<file path="config.mk">
export PLATFORM = sky130hd
export DESIGN_NAME = wb_cmd_master
export DESIGN_NICKNAME = d
export VERILOG_FILES = /design/src/rtl/common_pkg.sv /design/src/rtl/wb_cmd_master.sv
export SDC_FILE = /design/constraint.sdc
export NUM_CORES = 1
export LEC_CHECK = 0
export BUFFER_PORTS_ARGS = -buffer_cell sky130_fd_sc_hd__buf_2
export CAP_MARGIN = 25
export CELL_PAD_IN_SITES_DETAIL_PLACEMENT = 1
export CELL_PAD_IN_SITES_GLOBAL_PLACEMENT = 1
export CORE_ASPECT_RATIO = 0.9
export CORE_MARGIN = 4
export CORE_UTILIZATION = 40
export DETAILED_ROUTE_END_ITERATION = 10
export PLACE_DENSITY_LB_ADDON = 0.1
export RECOVER_POWER = 25
export REMOVE_ABC_BUFFERS = 1
export SLEW_MARGIN = 20
export SYNTH_ARGS = -nofsm -noshare
export SYNTH_HDL_FRONTEND = slang
export SYNTH_SLANG_ARGS = --single-unit
</file>
<file path="constraint.sdc">
create_clock -name wb_clock_i -period 4.4 [get_ports wb_clock_i]
set_input_delay 0.44 -clock wb_clock_i [delete_from_list [all_inputs] [get_ports wb_clock_i]]
set_output_delay 0.44 -clock wb_clock_i [all_outputs]
set_load 0.02 [all_outputs]
</file>
<file path="src/rtl/common_pkg.sv">
// Shared bus-width constants for the Wishbone fabric.
package common_pkg;

  parameter int unsigned DATA_WIDTH = 8;

endpackage

</file>
<file path="src/rtl/wb_cmd_master.sv">
// Wishbone B4 pipelined master: runs one read or fill burst per command, one beat
// outstanding at a time, streaming read data back and aborting a beat on ack timeout.
module wb_cmd_master
  import common_pkg::*;
#(
  parameter int unsigned ADDR_WIDTH     = 16,
  parameter int unsigned TIMEOUT_CYCLES = 15
) (
  input  logic                  wb_clock_i,
  input  logic                  wb_reset_i,

  input  logic                  cmd_valid_i,
  output logic                  cmd_ready_o,
  input  logic [ADDR_WIDTH-1:0] cmd_addr_i,
  input  logic [DATA_WIDTH-1:0] cmd_data_i,
  input  logic                  cmd_we_i,
  input  logic [7:0]            cmd_len_i,

  output logic                  rd_valid_o,
  output logic [DATA_WIDTH-1:0] rd_data_o,
  output logic                  done_o,
  output logic                  err_o,

  output logic [ADDR_WIDTH-1:0] wb_addr_o,
  output logic [DATA_WIDTH-1:0] wb_data_o,
  input  logic [DATA_WIDTH-1:0] wb_data_i,
  output logic                  wb_we_o,
  output logic                  wb_cycle_o,
  output logic                  wb_strobe_o,
  input  logic                  wb_stall_i,
  input  logic                  wb_ack_i
);

  localparam int unsigned TmoW = $clog2(TIMEOUT_CYCLES + 1);

  typedef enum logic [1:0] {
    StIdle,
    StStrobe,
    StWaitAck
  } state_e;

  state_e                state_q, state_d;
  logic [ADDR_WIDTH-1:0] addr_q, addr_d;
  logic [DATA_WIDTH-1:0] wdata_q, wdata_d;
  logic [DATA_WIDTH-1:0] rdata_q, rdata_d;
  logic                  we_q, we_d;
  logic [7:0]            len_q, len_d;
  logic [7:0]            beat_q, beat_d;
  logic [TmoW-1:0]       tmo_q, tmo_d;
  logic                  cyc_q, cyc_d;
  logic                  stb_q, stb_d;
  logic                  ready_q, ready_d;
  logic                  rd_valid_q, rd_valid_d;
  logic                  done_q, done_d;
  logic                  err_q, err_d;
  logic                  beat_ack;
  logic                  tmo_hit;

  always_comb begin
    state_d    = state_q;
    addr_d     = addr_q;
    wdata_d    = wdata_q;
    rdata_d    = rdata_q;
    we_d       = we_q;
    len_d      = len_q;
    beat_d     = beat_q;
    tmo_d      = tmo_q;
    cyc_d      = cyc_q;
    stb_d      = stb_q;
    ready_d    = ready_q;
    rd_valid_d = 1'b0;
    done_d     = 1'b0;
    err_d      = 1'b0;
    beat_ack   = 1'b0;
    // Last cycle this beat may spend waiting; an ack on this same edge still wins.
    tmo_hit    = (tmo_q == TmoW'(TIMEOUT_CYCLES - 1));

    case (state_q)
      StIdle: begin
        if (cmd_valid_i) begin
          state_d = StStrobe;
          addr_d  = cmd_addr_i;
          wdata_d = cmd_data_i;
          we_d    = cmd_we_i;
          len_d   = cmd_len_i;
          beat_d  = 8'd0;
          tmo_d   = '0;
          cyc_d   = 1'b1;
          stb_d   = 1'b1;
          ready_d = 1'b0;
        end
      end

      StStrobe, StWaitAck: begin
        // Ack only counts once the strobe has been (or is being) accepted.
        beat_ack = wb_ack_i && ((state_q == StWaitAck) || !wb_stall_i);
        if (beat_ack) begin
          if (!we_q) begin
            rd_valid_d = 1'b1;
            rdata_d    = wb_data_i;
          end
          if (beat_q == len_q) begin
            state_d = StIdle;
            cyc_d   = 1'b0;
            stb_d   = 1'b0;
            we_d    = 1'b0;
            ready_d = 1'b1;
            done_d  = 1'b1;
          end else begin
            state_d = StStrobe;
            stb_d   = 1'b1;
            addr_d  = addr_q + 1'b1;
            beat_d  = beat_q + 8'd1;
            tmo_d   = '0;
          end
        end else if (tmo_hit) begin
          state_d = StIdle;
          cyc_d   = 1'b0;
          stb_d   = 1'b0;
          we_d    = 1'b0;
          ready_d = 1'b1;
          err_d   = 1'b1;
        end else begin
          tmo_d = tmo_q + 1'b1;
          if ((state_q == StStrobe) && !wb_stall_i) begin
            state_d = StWaitAck;
            stb_d   = 1'b0;
          end
        end
      end

      default: begin
        state_d = StIdle;
        cyc_d   = 1'b0;
        stb_d   = 1'b0;
        ready_d = 1'b1;
      end
    endcase
  end

  always_ff @(posedge wb_clock_i) begin
    if (wb_reset_i) begin
      state_q    <= StIdle;
      addr_q     <= '0;
      wdata_q    <= '0;
      rdata_q    <= '0;
      we_q       <= 1'b0;
      len_q      <= 8'd0;
      beat_q     <= 8'd0;
      tmo_q      <= '0;
      cyc_q      <= 1'b0;
      stb_q      <= 1'b0;
      ready_q    <= 1'b1;
      rd_valid_q <= 1'b0;
      done_q     <= 1'b0;
      err_q      <= 1'b0;
    end else begin
      state_q    <= state_d;
      addr_q     <= addr_d;
      wdata_q    <= wdata_d;
      rdata_q    <= rdata_d;
      we_q       <= we_d;
      len_q      <= len_d;
      beat_q     <= beat_d;
      tmo_q      <= tmo_d;
      cyc_q      <= cyc_d;
      stb_q      <= stb_d;
      ready_q    <= ready_d;
      rd_valid_q <= rd_valid_d;
      done_q     <= done_d;
      err_q      <= err_d;
    end
  end

  assign cmd_ready_o = ready_q;
  assign rd_valid_o  = rd_valid_q;
  assign rd_data_o   = rdata_q;
  assign done_o      = done_q;
  assign err_o       = err_q;
  assign wb_addr_o   = addr_q;
  assign wb_data_o   = wdata_q;
  assign wb_we_o     = we_q;
  assign wb_cycle_o  = cyc_q;
  assign wb_strobe_o = stb_q;

endmodule

</file>
# [After elaboration in Yosys (flattened, before gate mapping)]
# Index checks and enable logic that the tools add are counted.
[op_classes] n_addsub=3 n_eq_ne=12 mux=39 n_bitwise=3 n_reduce_logical=16
[ops] operator="$mux W16" n=3
[ops] operator="$pmux W16 S2" n=1
[ops] operator="$mux W8" n=3
[ops] operator="$mux W1" n=17
[ops] operator="$add A16 B1 Y16 const B" n=1
[ops] operator="$mux W4" n=4
[ops] operator="$pmux W8 S2" n=1
[ops] operator="$ne A3 B3 Y1 const B" n=4
[ops] operator="$reduce_and A4 Y1" n=3
[ops] operator="$add A8 B1 Y8 const B" n=1
[ops] operator="$eq A8 B8 Y1" n=1
[ops] operator="$mux W2" n=4
[ops] operator="$pmux W1 S2" n=4
[ops] operator="$pmux W4 S2" n=1
[ops] operator="$ne A2 B2 Y1 const B" n=3
[ops] operator="$reduce_and A3 Y1" n=2
[ops] operator="$reduce_or A3 Y1" n=2
[ops] operator="$add A4 B1 Y4 const B" n=1
[ops] operator="$eq A4 B4 Y1 const B" n=1
[ops] operator="$ne A4 B4 Y1 const B" n=1
[ops] operator="$pmux W2 S2" n=1
[ops] operator="$reduce_and A2 Y1" n=2
[ops] operator="$not A1 Y1" n=3
[ops] operator="$eq A2 B1 Y1 const B" n=1
[ops] operator="other kinds (7)" n=8
[totals] regBits=61 in_bits=46 word_cells=87

# [Logic depth before layout (Yosys ltp)]
[depth] ltp_word=6 depth_mapped=9 mapped_depth_nobuf=7

# [Worst setup path before layout]
# No wires, ideal clock.
[synth_path] path_type="register -> register" startpoint="register state_q[0]" endpoint="register addr_q[12] (netlist: wb_addr_o[12])" setup_ns=0.117 arrival_time_ns=2.119 setup_slack_ns=2.164 path_stages_with_launch=8 path_buffers=0 synth_period_minus_slack_ns=2.236 path_cell_list="dfxtp_1 -> inv_1 -> ha_1 -> inv_1 -> a21boi_4 -> nand2_4 -> or4_1 -> a32o_1"
[synth_between] elab_chain_len=5 word_cells_on_any_way=12
[synth_rtl] item="start, declared" line="wb_cmd_master.sv:42" text="state_e state_q, state_d;"
[synth_rtl] item="start signal, assigned" line="wb_cmd_master.sv:143" text="state_q <= StIdle;"
[synth_rtl] item="start signal, assigned" line="wb_cmd_master.sv:158" text="state_q <= state_d;"
[synth_rtl] item="$eq A2 B2 Y1" line="wb_cmd_master.sv:78, wb_cmd_master.sv:96"
[synth_rtl] item="$logic_or A1 B1 Y1" line="wb_cmd_master.sv:96" text="beat_ack = wb_ack_i && ((state_q == StWaitAck) || !wb_stall_i);"
[synth_rtl] item="$logic_and A1 B1 Y1" line="wb_cmd_master.sv:96"
[synth_rtl] item="$ne A2 B2 Y1 (no source line)"
[synth_rtl] item="$reduce_and A4 Y1 (no source line)"
[synth_rtl] item="end signal, assigned" line="wb_cmd_master.sv:159" text="addr_q <= addr_d;"
[synth_rtl] item="end, declared" line="wb_cmd_master.sv:43" text="logic [ADDR_WIDTH-1:0] addr_q, addr_d;"
# Several ways; a longest one is shown, not always the timed one.
# A chain may end at the register's enable or synchronous reset.

# [Worst setup path after layout]
[layout_path] startpoint="register state_q[0]" endpoint="register beat_q[7]"
[layout_between] elab_chain_len=5 word_cells_on_any_way=12
[layout_rtl] item="$eq A2 B2 Y1" line="wb_cmd_master.sv:78, wb_cmd_master.sv:96"
[layout_rtl] item="$logic_or A1 B1 Y1" line="wb_cmd_master.sv:96"
[layout_rtl] item="$logic_and A1 B1 Y1" line="wb_cmd_master.sv:96"
[layout_rtl] item="$ne A2 B2 Y1 (no source line)"
[layout_rtl] item="$reduce_and A4 Y1 (no source line)"
[layout_rtl] item="end signal, assigned" line="wb_cmd_master.sv:164" text="beat_q <= beat_d;"
[layout_rtl] item="end, declared" line="wb_cmd_master.sv:48" text="logic [7:0] beat_q, beat_d;"
# Several ways; a longest one is shown, not always the timed one.

==> metrics.md <==
| Metric | Value |
|---|---|
| Outcome | `completed` |
| Initial antenna violation count | `0` |
| Antenna cell count | `0` |
| Crit-path max FO | `33` |
| Seq/Total Area, Yosys | `0.3941` |
| First-pass GRT wire length | `15.60 mm` |
| Hpwl dp | `6.589 mm` |
| Seq. cell area | `0.001201 mm^2` |
| Crit share post-route | `0.6960` |
| Final setup viols | `0` |
| Initial core utilization | `0.4221` |
| TritonCTS clock tree | `built` |
| FFs w/ async S/R, synth | `0` |
| Area of the mapped netlist | `0.003048 mm^2` |
| Layout cells sized above 1 | `0.1915` |
| Worst-skew pair later-pin latency | `0.34 ns` |
| DRT antenna net count | `0` |
| Placed cell count | `526` |
| Drt first pass iters | `4` |
| Die Y-Extent | `90.81 um` |
| Pin count of the biggest net entering global routing | `34` |
| Via count | `3,060` |
| # port buffers | `84` |
| Drt total wl | `9.244 mm` |
| Flop2flop setup slack | `between 1 and 1.5 ns` |
| Yosys cell types | `60` |
| Synth warnings | `0` |
| Worst EP required | `4.66 ns` |
| Total global routing overflow | `0` |
| Worst slew margin | `0.3659` |
| Clk sinks | `60` |
| Dpl ws | `1.394 ns` |
| Arr. time, crit path | `3.33 ns` |
| Area added between synthesis and finish | `21.47%` |
| Post-Syn Instances | `around 370` |
| Fin. Hold Viols | `0` |
| Core Area | `0.007221 mm^2` |
| Row count | `29` |
| Final non-filler cell total | `542` |
| CTS Hold Bufs | `0` |
| NumNets Final | `between 400 and 500` |
| Slew Viols, Final | `0` |
| Avg WL per Cell | `17.06 um` |
| Fmax | `0.3266 GHz` |
| Power Dens Cells | `665.8 mW/mm^2` |
| Min cycle time layout | `3.062 ns` |
| Avg Cell Area, Syn | `8.305 um^2` |
| H-tree depth | `3` |
| Crit. End Element | `flop` |
| Total Neg Setup Slack | `0 ns` |
| Post-CTS setup buffers | `0` |
| Most used DFF post-synth | `dfxtp_1` |
| Ports | `85` |
| Multi-input gate area in the final layout | `about 0.0017 mm^2` |
| Drc violations | `0` |
| Slew at the pin with the worst max-slew slack | `0.9496 ns` |
| Peak supply drop | `0.0002799 V` |
| CTS max path bufs | `2` |
| RSZ-0062 raised after global routing | `false` |
| Hold_ws | `between 0.3 and 0.4 ns` |
| Post-synth EDFFs | `0` |
| Chip Width | `between 100 and 150 um` |
| Leakage | `1.515 nW` |
| Vias in the first global route | `3,229` |
| Vias per cell | `~5.6` |
| Maxcap violations | `0` |
| CTS root buffer | `clkbuf_8` |
| WS Path Type | `reg -> reg` |
| Post-layout power | `0.002465 W` |
| Final GP Congestion | `roughly 0.82` |
| Clock Pin Slew Worst Setup and Hold Paths | `0.07 ns` |
| Die area | `0.009082 mm^2` |
| # fillers | `approximately 940` |
| GRT Total Usage | `0.2112` |
| Post_cts resized | `0` |
| Setup Skew | `0.007026 ns` |
| CTS Buf Count | `9` |
| DRT iter0 DRCs | `around 140` |
| Register bit count reported by yosys | `60` |
| Final worst setup slack | `between 1 and 1.5 ns` |
| HP Class | `in -> reg` |
| Worst setup SP type | `flop` |
-- layer usage --
layer	share of wire	track usage	vias to the layer above	routed length (um)
met5	0	0	-	0
met4	0.012	0.06061	0	108
met3	0.061	0.05483	10	561
met2	0.50	0.3639	91	4623
met1	0.43	0.2573	1471	3951
li1	-	-	1488	-
-- cells in the mapped netlist, types with 2 or more instances --
master | count | area share
dfxtp_1 | 60 | 0.39
nand2_1 | 55 | 0.068
a21oi_1 | 35 | 0.057
nor2_1 | 22 | 0.027
inv_1 | 14 | 0.017
clkbuf_1 | 13 | 0.016
nand3_1 | 12 | 0.020
mux2i_1 | 11 | 0.036
and3_1 | 8 | 0.016
ha_1 | 8 | 0.033
o21ai_0 | 8 | 0.013
or4_1 | 8 | 0.020
xnor2_1 | 8 | 0.023
a211oi_1 | 6 | 0.015
nand2b_1 | 6 | 0.012
nor3_1 | 6 | 0.0099
nand4_1 | 5 | 0.010
nor2b_1 | 5 | 0.010
o31ai_1 | 5 | 0.012
o32ai_1 | 5 | 0.014
a31oi_1 | 4 | 0.0082
a32o_1 | 4 | 0.013
or3_1 | 4 | 0.0082
a21o_1 | 3 | 0.0074
a311oi_1 | 3 | 0.0086
and2_1 | 3 | 0.0062
and4_1 | 3 | 0.0086
buf_2 | 3 | 0.0049
nor4_1 | 3 | 0.0062
o41ai_1 | 3 | 0.0086
buf_1 | 2 | 0.0025
nand4_2 | 2 | 0.0082
o211ai_1 | 2 | 0.0049
o22ai_1 | 2 | 0.0041
-- sequential cells by signal (all words and copies together), names as in the netlist --
name         flops
state_q          2
len_q            8
err_o            1
done_o           1
beat_q           8
wb_we_o          1
wb_data_o        8
rd_valid_o       1
tmo_q            4
wb_cycle_o       1
wb_addr_o       16
cmd_ready_o      1
rd_data_o        8
-- cell usage in the layout (no fill, tap or decap), types with 3 or more instances in the layout --
| master | Yosys | layout |
|---|---|---|
| o41ai_1 | 3 | 3 |
| clkinv_2 | 0 | 3 |
| a31oi_1 | 4 | 4 |
| and3_1 | 8 | 8 |
| nand2b_1 | 6 | 6 |
| nand3_1 | 12 | 12 |
| nand2_1 | 55 | 55 |
| a21o_1 | 3 | 3 |
| a32o_1 | 4 | 4 |
| xnor2_1 | 8 | 8 |
| and2_1 | 3 | 3 |
| nor2b_1 | 5 | 5 |
| ha_1 | 8 | 8 |
| mux2i_1 | 11 | 11 |
| a311oi_1 | 3 | 3 |
| nor3_1 | 6 | 6 |
| or3_1 | 4 | 4 |
| inv_1 | 14 | 14 |
| clkbuf_8 | 0 | 10 |
| dfxtp_1 | 60 | 60 |
| o32ai_1 | 5 | 5 |
| nor4_1 | 3 | 3 |
| or4_1 | 8 | 8 |
| nor2_1 | 22 | 22 |
| buf_2 | 3 | 60 |
| clkbuf_1 | 13 | 25 |
| a21oi_1 | 35 | 35 |
| a211oi_1 | 6 | 6 |
| and4_1 | 3 | 3 |
| nand4_1 | 5 | 5 |
| o31ai_1 | 5 | 5 |
| o21ai_0 | 8 | 8 |
-- worst paths after layout --
| path | start | end | cells past startpoint |
|---|---|---|---|
| max | state_q[0] | beat_q[7] | 8 |
| min reg2reg | wb_data_o[0] | wb_data_o[0] | 2 |
| min | cmd_data_i[7] | wb_data_o[7] | 3 |
| max reg2reg | state_q[0] | beat_q[7] | 8 |
-- power breakdown --
| group | total, W | switching (W) | internal [W] | leakage, nW |
|---|---|---|---|---|
| logic | 0.00112 | 0.000766 | 0.000355 | 0.911 |
| clock network | 0.000554 | 0.000222 | 0.000332 | 0.113 |
| registers | 0.000790 | 0.000124 | 0.000667 | 0.490 |
-- worst max-delay path: stages (launching register included) --
cell,delay (ns)
dfxtp_1,0.41
inv_1,0.09
ha_1,0.28
buf_4,0.33
inv_1,0.40
a21boi_4,0.34
o311ai_2,0.34
or4_1,0.60
a21oi_1,0.17
-- cell type report --
class / instances / share of cell area
sequential: 60 / 0.3244
inverter: 14 / 0.01419
clock inverter: 5 / 0.02028
clock buffer: 11 / 0.03819
timing repair buffer: 86 / 0.1095
multi-input combinational: 273 / 0.4620
tap: 93 / 0.03143
-- stage by stage --
step / utilization / cell area, um^2
after floorplan: - / 2964
after global placement: 0.4869 / 3516
after detailed placement: 0.4869 / 3516
after CTS: 0.5169 / 3732
after global routing: 0.5127 / 3702
final: 0.5127 / 3702
-- cells by family (layout without fill, tap and decap cells) --
kind of cell / after synthesis / after routing / share of synthesized area
flops: 60 / 60 / 0.3941
mux: 11 / 11 / 0.03613
compound gates: 96 / 96 / 0.2176
buf+inv: 34 / 116 / 0.04475
xor+xnor: 8 / 8 / 0.02299
fa+ha+maj: 8 / 8 / 0.03284
simple gates: 150 / 150 / 0.2517
Power figures use the tool's default switching activity.
